<file path="src/rtl/fetch_pc_sequencer.sv">
`default_nettype none
// ============================================================================
// Module      : fetch_pc_sequencer
// Description : Owns the fetch PC, issues one block-aligned I-cache request at a
//               time, hands each group to the fetch queue and picks the next PC.
// Revision    : 1.0 - initial release
// ============================================================================
module fetch_pc_sequencer #(
    parameter int unsigned NR_INSTR  = 4,
    parameter logic [63:0] BOOT_ADDR = 64'h0000_0000_8000_0000
) (
    input  logic                        clk_i,
    input  logic                        rst_i,
    input  logic                        flush_i,
    input  logic [63:0]                 flush_addr_i,
    output logic                        req_valid_o,
    output logic [63:0]                 req_addr_o,
    input  logic                        req_ready_i,
    input  logic                        rsp_valid_i,
    input  logic                        rsp_taken_i,
    input  logic [63:0]                 rsp_target_i,
    output logic                        out_valid_o,
    output logic [63:0]                 out_pc_o,
    output logic [$clog2(NR_INSTR)-1:0] out_offset_o,
    input  logic                        out_ready_i
);

    localparam int unsigned c_blk_bytes = NR_INSTR * 4;
    localparam int unsigned c_blk_w     = $clog2(c_blk_bytes);
    localparam int unsigned c_off_w     = $clog2(NR_INSTR);
    localparam logic [63:0] c_blk       = 64'(c_blk_bytes);
    localparam logic [63:0] c_align     = ~(c_blk - 64'd1);

    typedef enum logic [2:0] {
        ST_BOOT  = 3'd0,
        ST_REQ   = 3'd1,
        ST_WAIT  = 3'd2,
        ST_HOLD  = 3'd3,
        ST_DRAIN = 3'd4
    } state_t;

    state_t               state_q, state_d;
    logic [63:0]          pc_q, pc_d;
    logic [63:0]          out_pc_q, out_pc_d;
    logic [c_off_w-1:0]   out_off_q, out_off_d;
    logic                 req_valid_q;
    logic                 out_valid_q;

    logic [63:0]          w_pc_aligned;
    logic [63:0]          w_pc_seq;
    logic                 w_in_flight;

    assign w_pc_aligned = pc_q & c_align;
    assign w_pc_seq     = w_pc_aligned + c_blk;

    // A request stays owed a response until the I-cache answers it, even if a
    // flush has already made that response worthless.
    assign w_in_flight = ((state_q == ST_WAIT)  && !rsp_valid_i) ||
                         ((state_q == ST_REQ)   &&  req_ready_i) ||
                         ((state_q == ST_DRAIN) && !rsp_valid_i);

    always_comb begin
        state_d   = state_q;
        pc_d      = pc_q;
        out_pc_d  = out_pc_q;
        out_off_d = out_off_q;
        if (flush_i) begin
            pc_d    = flush_addr_i;
            state_d = w_in_flight ? ST_DRAIN : ST_REQ;
        end else begin
            case (state_q)
                ST_BOOT: state_d = ST_REQ;
                ST_REQ: begin
                    if (req_ready_i) state_d = ST_WAIT;
                end
                ST_WAIT: begin
                    if (rsp_valid_i) begin
                        out_pc_d  = pc_q;
                        out_off_d = pc_q[c_blk_w-1:2];
                        pc_d      = rsp_taken_i ? rsp_target_i : w_pc_seq;
                        state_d   = ST_HOLD;
                    end
                end
                ST_HOLD: begin
                    if (out_ready_i) state_d = ST_REQ;
                end
                ST_DRAIN: begin
                    if (rsp_valid_i) state_d = ST_REQ;
                end
                default: state_d = ST_BOOT;
            endcase
        end
    end

    always_ff @(posedge clk_i) begin
        if (rst_i) begin
            state_q     <= ST_BOOT;
            pc_q        <= BOOT_ADDR;
            out_pc_q    <= '0;
            out_off_q   <= '0;
            req_valid_q <= 1'b0;
            out_valid_q <= 1'b0;
        end else begin
            state_q     <= state_d;
            pc_q        <= pc_d;
            out_pc_q    <= out_pc_d;
            out_off_q   <= out_off_d;
            req_valid_q <= (state_d == ST_REQ);
            out_valid_q <= (state_d == ST_HOLD);
        end
    end

    assign req_valid_o  = req_valid_q;
    assign req_addr_o   = w_pc_aligned;
    assign out_valid_o  = out_valid_q;
    assign out_pc_o     = out_pc_q;
    assign out_offset_o = out_off_q;

endmodule
`default_nettype wire
</file>
<file path="config.mk">
export PLATFORM = sky130hd
export DESIGN_NAME = fetch_pc_sequencer
export DESIGN_NICKNAME = d
export VERILOG_FILES = /design/src/rtl/fetch_pc_sequencer.sv
export SDC_FILE = /design/constraint.sdc
export NUM_CORES = 1
export LEC_CHECK = 0
export CORE_ASPECT_RATIO = 1.4
export CORE_UTILIZATION = 40
export CTS_CLUSTER_SIZE = 25
export DETAILED_ROUTE_END_ITERATION = 7
export PLACE_DENSITY = 0.7
export SYNTH_ARGS = -nofsm -noshare
export SYNTH_HDL_FRONTEND = slang
export SYNTH_SLANG_ARGS = --single-unit
</file>
<file path="constraint.sdc">
create_clock -name clk_i -period 6.1 [get_ports clk_i]
set_input_delay 0.915 -clock clk_i [delete_from_list [all_inputs] [get_ports clk_i]]
set_output_delay 0.915 -clock clk_i [all_outputs]
set_load 0.005 [all_outputs]
</file>
==> summary.txt, run 1 <==
Outcome
  – Outcome: finished, final reports clean

Hold path
  – Worst min-delay path class: flop to flop
  – Min-delay src: out_pc_o[60]$_SDFFE_PP0P_
  – Hold Crit Depth: 2
  – Hold Path End: out_pc_o[60]$_SDFFE_PP0P_

Final layout
  – Most common cell after layout, fill and taps aside: clkdlybuf4s50_1
  – Post-layout nets: 1338
  – Most frequent cells in the layout: 259 x clkdlybuf4s50_1, 215 x nand2_1, 142 x a21oi_1
  – Synth-to-Final Area Change: 37.03%
  – Layout cells sized above 1: 6.337%
  – Fillers: 1762
  – Core Util, Final: 56.43%
  – Final Instance Area: 10580 um2

Floorplanning
  – I/O pins: 267
  – Row count: about 60
  – Die area: between 15000 and 20000 um2
  – Die W: 119.4 um
  – Starting Density: around two fifths
  – Die Y: 166.4 um
  – Core footprint: 18750 um2

Clocking
  – Clock root buffer master: clkbuf_16
  – TritonCTS Buffers: 17
  – Max clock buf depth: 2
  – Sink Count: 133
  – Post-CTS setup buffer count: 0
  – Skew-Pair Late Insertion Delay: about 430 ps
  – Post-CTS Hold Buffers: 0
  – H-tree Lvls: 4
  – Resized Gates After CTS: 0
  – CTS tree: done
  – Clk slew on worst S/H paths: 60 ps

Power
  – Leakage: 3.648 nW
  – VDD IR max: 0.0001509 V
  – Sw frac: 25.73%
  – Clock share of power: ~46%
  – Logic gate share of total power: 12.1%
  – Flop pwr share: 42.2%
  – PD cells: about 210 nW/um2
  – Int Pwr: around 0.0017 W
  – Total net switching power: a little under 0.0006 W

Synthesis
  – Synth Register Bits: 133
  – Sequential fraction of the synthesis area: approximately a third
  – Primary FF master, synth: dfxtp_1
  – Ranking of synthesized cells by area: dfxtp_1 34%, nand2_1 11%, a21oi_1 9.2%
  – Cells after Synth: 1056
  – Yosys cell types: 71
  – Syn. warnings: 0
  – Dominant cell type by area after synthesis: dfxtp_1
  – Top cell type's share of synthesized area: 34.48%
  – Mapped Area: 7721 um2
  – Syn Area/Cell: 7.312 um2
  – Ys async rst share: 0%
  – Post-synth EDFFs: 0

Setup path
  – Reg-to-Reg Start: pc_q[34]$_SDFFE_PP0P_
  – Critical Path RT: roughly 6500 ps
  – Worst Path Max Fanout: 15
  – Setup slack, reg-to-reg: 3180 ps
  – Worst path max stage delay: 660 ps
  – CP Class: input port to flop
  – CP max stage cell: or4_1
  – Worst r2r dst: pc_q[61]$_SDFFE_PP0P_
  – Crit path buf inv count: 2
  – CP startpoint kind: input port
  – Crit end category: flop
  – Critical path origin: rsp_valid_i
  – Worst r2r path cells: 5
  – Cells along the critical path: clkdlybuf4s50_1 > nor4bb_4 > buf_4 > nand4_1 > or4_1 > o21ai_0 > or3_1
  – CP arrival: 3780 ps
  – Critical path's top delay family: simple AND/OR/NAND/NOR gates

Detailed routing
  – Final wirelength: 28.19 mm
  – Vias per Instance: between 5 and 6
  – Drt pass-1 iters: 5
  – Routed Antenna Nets: 0
  – Vias: 8463
  – Average wire per standard cell: 19.29 um
  – Initial DRC count: 723
  – DRC errors left: 0

Place
  – Placer Congestion: slightly below 0.9
  – I/O Buffers: 262
  – Pre-CTS setup slack: 2274 ps
  – Placed cell area: 9991 um2
  – DP HPWL: 19.41 mm

Timing
  – Setup Viol. Count Final: 0
  – Fin worst setup slack: about 2700 ps
  – Max Freq: 0.2935 GHz
  – Post-layout min period: 3408 ps
  – Max Slew Vio Count: 0
  – Setup TNS: 0 ps
  – Max_slew headroom: 30.07%
  – Period utilization: 55.86%
  – RSZ-0062 raised after global routing: no
  – Tightest Pin Transition: 1039 ps
  – Endpoints failing hold: 0
  – Setup Skew: 9.265 ps

GRT
  – Largest net degree at the start of global routing: 79
  – Met3 usage: slightly above 5%
  – Congestion Overflow GR: 0
  – GRT Total Usage: about 28%
  – Routing usage on met2: about half
  – Busiest layer in global routing: met2
  – Global-route wire length before repair: approximately 44 mm
  – Vias in the first global route: 8233
  – GRT met1 Usage: 31.44%
  – Initial antenna violation count: 2

Job
  – Max-Cap Viols: 0
==> kinds of logic (layout without fill, tap and decap cells) <==
logic type / count (synthesis) / count (layout) / synth area share (%)
AO/OA/AOI/OAI: 250 / 250 / 19.12
XOR/XNOR: 24 / 24 / 2.723
adder cells (fa/ha/maj): 1 / 1 / 0.1620
buffers and inverters: 164 / 320 / 11.39
flip-flops: 133 / 133 / 34.48
multiplexers: 15 / 15 / 1.977
other: 1 / 6 / 0.04857
AND/OR/NAND/NOR: 468 / 468 / 30.09
==> worst min-delay path, delay by kind of cell, from the launching register on <==
| kind | cells | cell delay [ps] |
|---|---|---|
| flops | 1 | 310 |
| compound gates | 1 | 50 |
| simple gates | 1 | 50 |
==> routing by layer <==
metal / vias up / routed length, um
li1: 3987 / -
met1: 3975 / 10770
met2: 426 / 14220
met3: 75 / 1978
met4: 0 / 1214
met5: - / 0
==> cell type report <==
type	instances	area [um2]	area share, %
sequential	133	2663	25.17
timing repair buffer	278	2730	25.80
inverter	10	37.54	0.3548
tap	244	305.3	2.886
clock buffer	20	456.7	4.316
clock inverter	12	127.6	1.206
antenna	2	5.005	0.04730
multi-input combinational	762	4255	40.22
==> sequential cells by signal (all words and copies together), names as in the netlist <==
signal / cells
out_pc_o: 64
req_valid_o: 1
state_q: 3
pc_q: 64
out_valid_o: 1
==> power groups by stage <==
stage	Sequential, W	Clock [W]	Combinational (W)
2_1_floorplan	0.000944	0	0.000152
6_report	0.000954	0.00103	0.000275
5_1_grt	0.000960	0.00108	0.000296
3_3_place_gp	0.000972	0	0.000272
3_5_place_dp	0.000972	0	0.000272
4_1_cts	0.000953	0.00104	0.000275
==> worst max path at each step <==
stage / endpoint / slack [ps] / cells past startpoint
after floorplan: pc_q[53]$_SDFFE_PP0P_ / 3560 / 7
after global placement: out_pc_o[24]$_SDFFE_PP0P_ / 2300 / 7
after detailed placement: out_pc_o[28]$_SDFFE_PP0P_ / 2270 / 7
after CTS: out_pc_o[28]$_SDFFE_PP0P_ / 2710 / 7
after global routing: out_pc_o[53]$_SDFFE_PP0P_ / 2460 / 7
final: pc_q[61]$_SDFFE_PP0P_ / 2690 / 7
==> cells in the mapped netlist, types with 6 or more instances <==
| library cell | instances |
|---|---|
| a22oi_1 | 8 |
| o211ai_1 | 6 |
| dfxtp_1 | 133 |
| xor2_1 | 15 |
| clkbuf_1 | 69 |
| nand2_1 | 216 |
| and4_1 | 7 |
| buf_4 | 68 |
| and3_1 | 24 |
| o221ai_1 | 6 |
| nor3_1 | 21 |
| a31oi_1 | 16 |
| or3_1 | 6 |
| xnor2_1 | 9 |
| nand3_1 | 68 |
| nor4_1 | 17 |
| and2_1 | 9 |
| o22ai_1 | 8 |
| a21oi_1 | 142 |
| inv_1 | 9 |
| nand4_1 | 34 |
| mux2i_1 | 13 |
| nor2_1 | 28 |
| or4_1 | 6 |
| buf_1 | 10 |
| o21ai_0 | 27 |
==> through the flow <==
stage / power, W / std cells / hold slack (ps)
4_1_cts: 0.002270 / 1459 / 454.3
5_1_grt: 0.002334 / 1461 / 472.0
2_1_floorplan: 0.001096 / 1059 / 432.1
3_3_place_gp: 0.001243 / 1427 / 440.6
6_report: 0.002263 / 1461 / 452.4
3_5_place_dp: 0.001245 / 1427 / 445.3
Note: power is estimated with default switching activity, not from simulation.
==> run 2: changes to the inputs <==
==> constraint.sdc (replaced) <==
create_clock -name clk_i -period 3.31 [get_ports clk_i]
set_input_delay 0.4965 -clock clk_i [delete_from_list [all_inputs] [get_ports clk_i]]
set_output_delay 0.4965 -clock clk_i [all_outputs]
set_load 0.005 [all_outputs]
==> run 2 against run 1 <==
Net effect:
- total power rose by 94%
- final area rose by 2.8%
- routed wire length rose by 1.3%
- clock power rose by 100%
- combinational power rose by 100%
- register-to-register slack got worse by 2500 ps
- via count rose by 1.7%
- worst setup slack got worse by 2000 ps
- clock skew rose by 2.8 ps
==> summary.txt, run 2 (synthesis results as in run 1) <==
Detailed routing
  – Final wirelength: 28.55 mm
  – Vias per Instance: 5.764
  – Routed Antenna Nets: 0
  – Average wire per standard cell: 19.12 um
  – Initial DRC count: roughly 570
  – Drt pass-1 iters: 5
  – DRC errors left: 0
  – Vias: 8606

Clocking
  – Post-CTS Hold Buffers: 0
  – CTS tree: done
  – Clk slew on worst S/H paths: 60 ps
  – H-tree Lvls: 4
  – Post-CTS setup buffer count: 0
  – Max clock buf depth: 2
  – Clock root buffer master: clkbuf_16
  – Resized Gates After CTS: 0
  – TritonCTS Buffers: 17
  – Sink Count: 133
  – Skew-Pair Late Insertion Delay: about 430 ps

Setup path
  – Worst Path Max Fanout: 7
  – CP max stage cell: nor4_2
  – Critical path's top delay family: simple AND/OR/NAND/NOR gates
  – Cells along the critical path: ha_1 > nand3_1 > nor4_2 > nand4_1 > or4_1 > nand3_1
  – Crit. path cell count: 6
  – Worst r2r path cells: 6
  – Critical Path RT: 3680 ps
  – Crit end category: flop
  – CP Class: flop to flop
  – Top cell by count, worst path: nand3_1
  – CP arrival: 2970 ps
  – CP startpoint kind: flop
  – Worst path max stage delay: 580 ps
  – Crit path buf inv count: 0

Timing
  – Post-layout min period: 2603 ps
  – Max Freq: a little under 0.4 GHz
  – Max_slew headroom: about 41%
  – Endpoints failing hold: 0
  – Setup Viol. Count Final: 0
  – Tightest Pin Transition: 882.0 ps
  – RSZ-0062 raised after global routing: no
  – Setup Skew: 12.07 ps
  – Setup TNS: 0 ps
  – Period utilization: a little under 80%
  – Max Slew Vio Count: 0

GRT
  – Vias in the first global route: ~8100
  – Largest net degree at the start of global routing: 66
  – Met3 usage: approximately 5.6%
  – GRT met1 Usage: 33.30%
  – Initial antenna violation count: 3
  – Global-route wire length before repair: 44.55 mm
  – GRT Total Usage: between 20% and 30%
  – Congestion Overflow GR: 0
  – Routing usage on met2: 50.03%
  – Busiest layer in global routing: met2

Outcome
  – Outcome: finished, final reports clean

Final layout
  – Most common cell after layout, fill and taps aside: clkdlybuf4s50_1
  – Most frequent cells in the layout: 259 x clkdlybuf4s50_1, 215 x nand2_1, 142 x a21oi_1
  – Synth-to-Final Area Change: 40.90%
  – Layout cells sized above 1: between 8 and 9%
  – Final Instance Area: 10880 um2
  – Post-layout nets: 1370
  – Fillers: 1811
  – Fin cells: 1493

Power
  – Int Pwr: around 0.0033 W
  – VDD IR max: 0.0002911 V
  – Flop pwr share: 39.6%
  – Final Total Pwr: 0.004381 W
  – Total net switching power: 0.001090 W
  – PD cells: 402.7 nW/um2
  – Logic gate share of total power: 12.5%
  – Leakage: around 3.8 nW
  – Sw frac: 24.89%
  – Clock share of power: 47.8%

Place
  – Placed cell area: 10230 um2
  – DP HPWL: 20.48 mm
  – Placed cell count: between 1000 and 1500
  – I/O Buffers: roughly 260
  – Placer Congestion: between 0.8 and 0.9

Hold path
  – Worst min-delay path class: input port to flop
  – Hold Crit Depth: 2

Job
  – Max-Cap Viols: 0

Floorplanning
  – Die area: between 15000 and 20000 um2
  – I/O pins: 267
  – Row count: 59
  – Die Y: between 150 and 200 um
  – Die W: 119.4 um
  – Core footprint: 18750 um2
  – Starting Density: 41.18%
[run 2: cell count changes in the layout (fill, tap and decap cells not counted), sizes merged]
cell,delta
clkinv,-2
buf,+32
clkbuf,+1
inv,-1
bufinv,+2
[run 2: power by group through the flow]
stage	Sequential [W]	Combinational [W]	Clock, W
detailed placement	0.00177	0.000543	0
global route	0.00175	0.000592	0.00219
floorplan	0.00174	0.000280	0
global placement	0.00177	0.000539	0
CTS	0.00174	0.000547	0.00211
finish	0.00174	0.000549	0.00210
[run 2: worst paths after layout]
kind / startpoint / slack, ps / endpoint
min: rst_i / 390 / pc_q[34]$_SDFFE_PP0P_
max: pc_q[5]$_SDFFE_PP0P_ / 710 / pc_q[60]$_SDFFE_PP0P_
max reg2reg: pc_q[5]$_SDFFE_PP0P_ / 710 / pc_q[60]$_SDFFE_PP0P_
min reg2reg: out_pc_o[44]$_SDFFE_PP0P_ / 450 / out_pc_o[44]$_SDFFE_PP0P_
[run 2: area by class of cell]
type                            count  area [um2]  share of cell area, %
Clock inverter                     11       172.7                  1.587
Inverter                           10       37.54                 0.3450
Timing Repair Buffer              310        2970                  27.30
Tap cell                          244       305.3                  2.806
Clock buffer                       21       470.5                  4.324
Sequential cell                   133        2663                  24.47
Antenna cell                        2       5.005                0.04600
Multi-Input combinational cell    762        4255                  39.11
[run 2: worst reg2reg max path, cell delays in order (launching register included)]
cell and delay, ps:
dfxtp_1 480, ha_1 350, nand3_1 130, nor4_2 580
nand4_1 420, or4_1 510, nand3_1 90
[run 2: stage by stage]
stage	worst slack, ps	utilization, %	hold WS (ps)
2_1_floorplan	1096	-	432.1
5_1_grt	556.1	58.02	395.4
3_5_place_dp	530.0	54.56	446.4
6_report	707.2	58.02	388.9
3_3_place_gp	518.0	54.56	440.4
4_1_cts	706.5	57.99	387.7
[run 2: metal layers]
metal / share of wire, % / routed length (um)
met5: 0.046 / 13
met4: 3.6 / 1018
met3: 7.1 / 2037
met2: 50 / 14410
met1: 39 / 11060
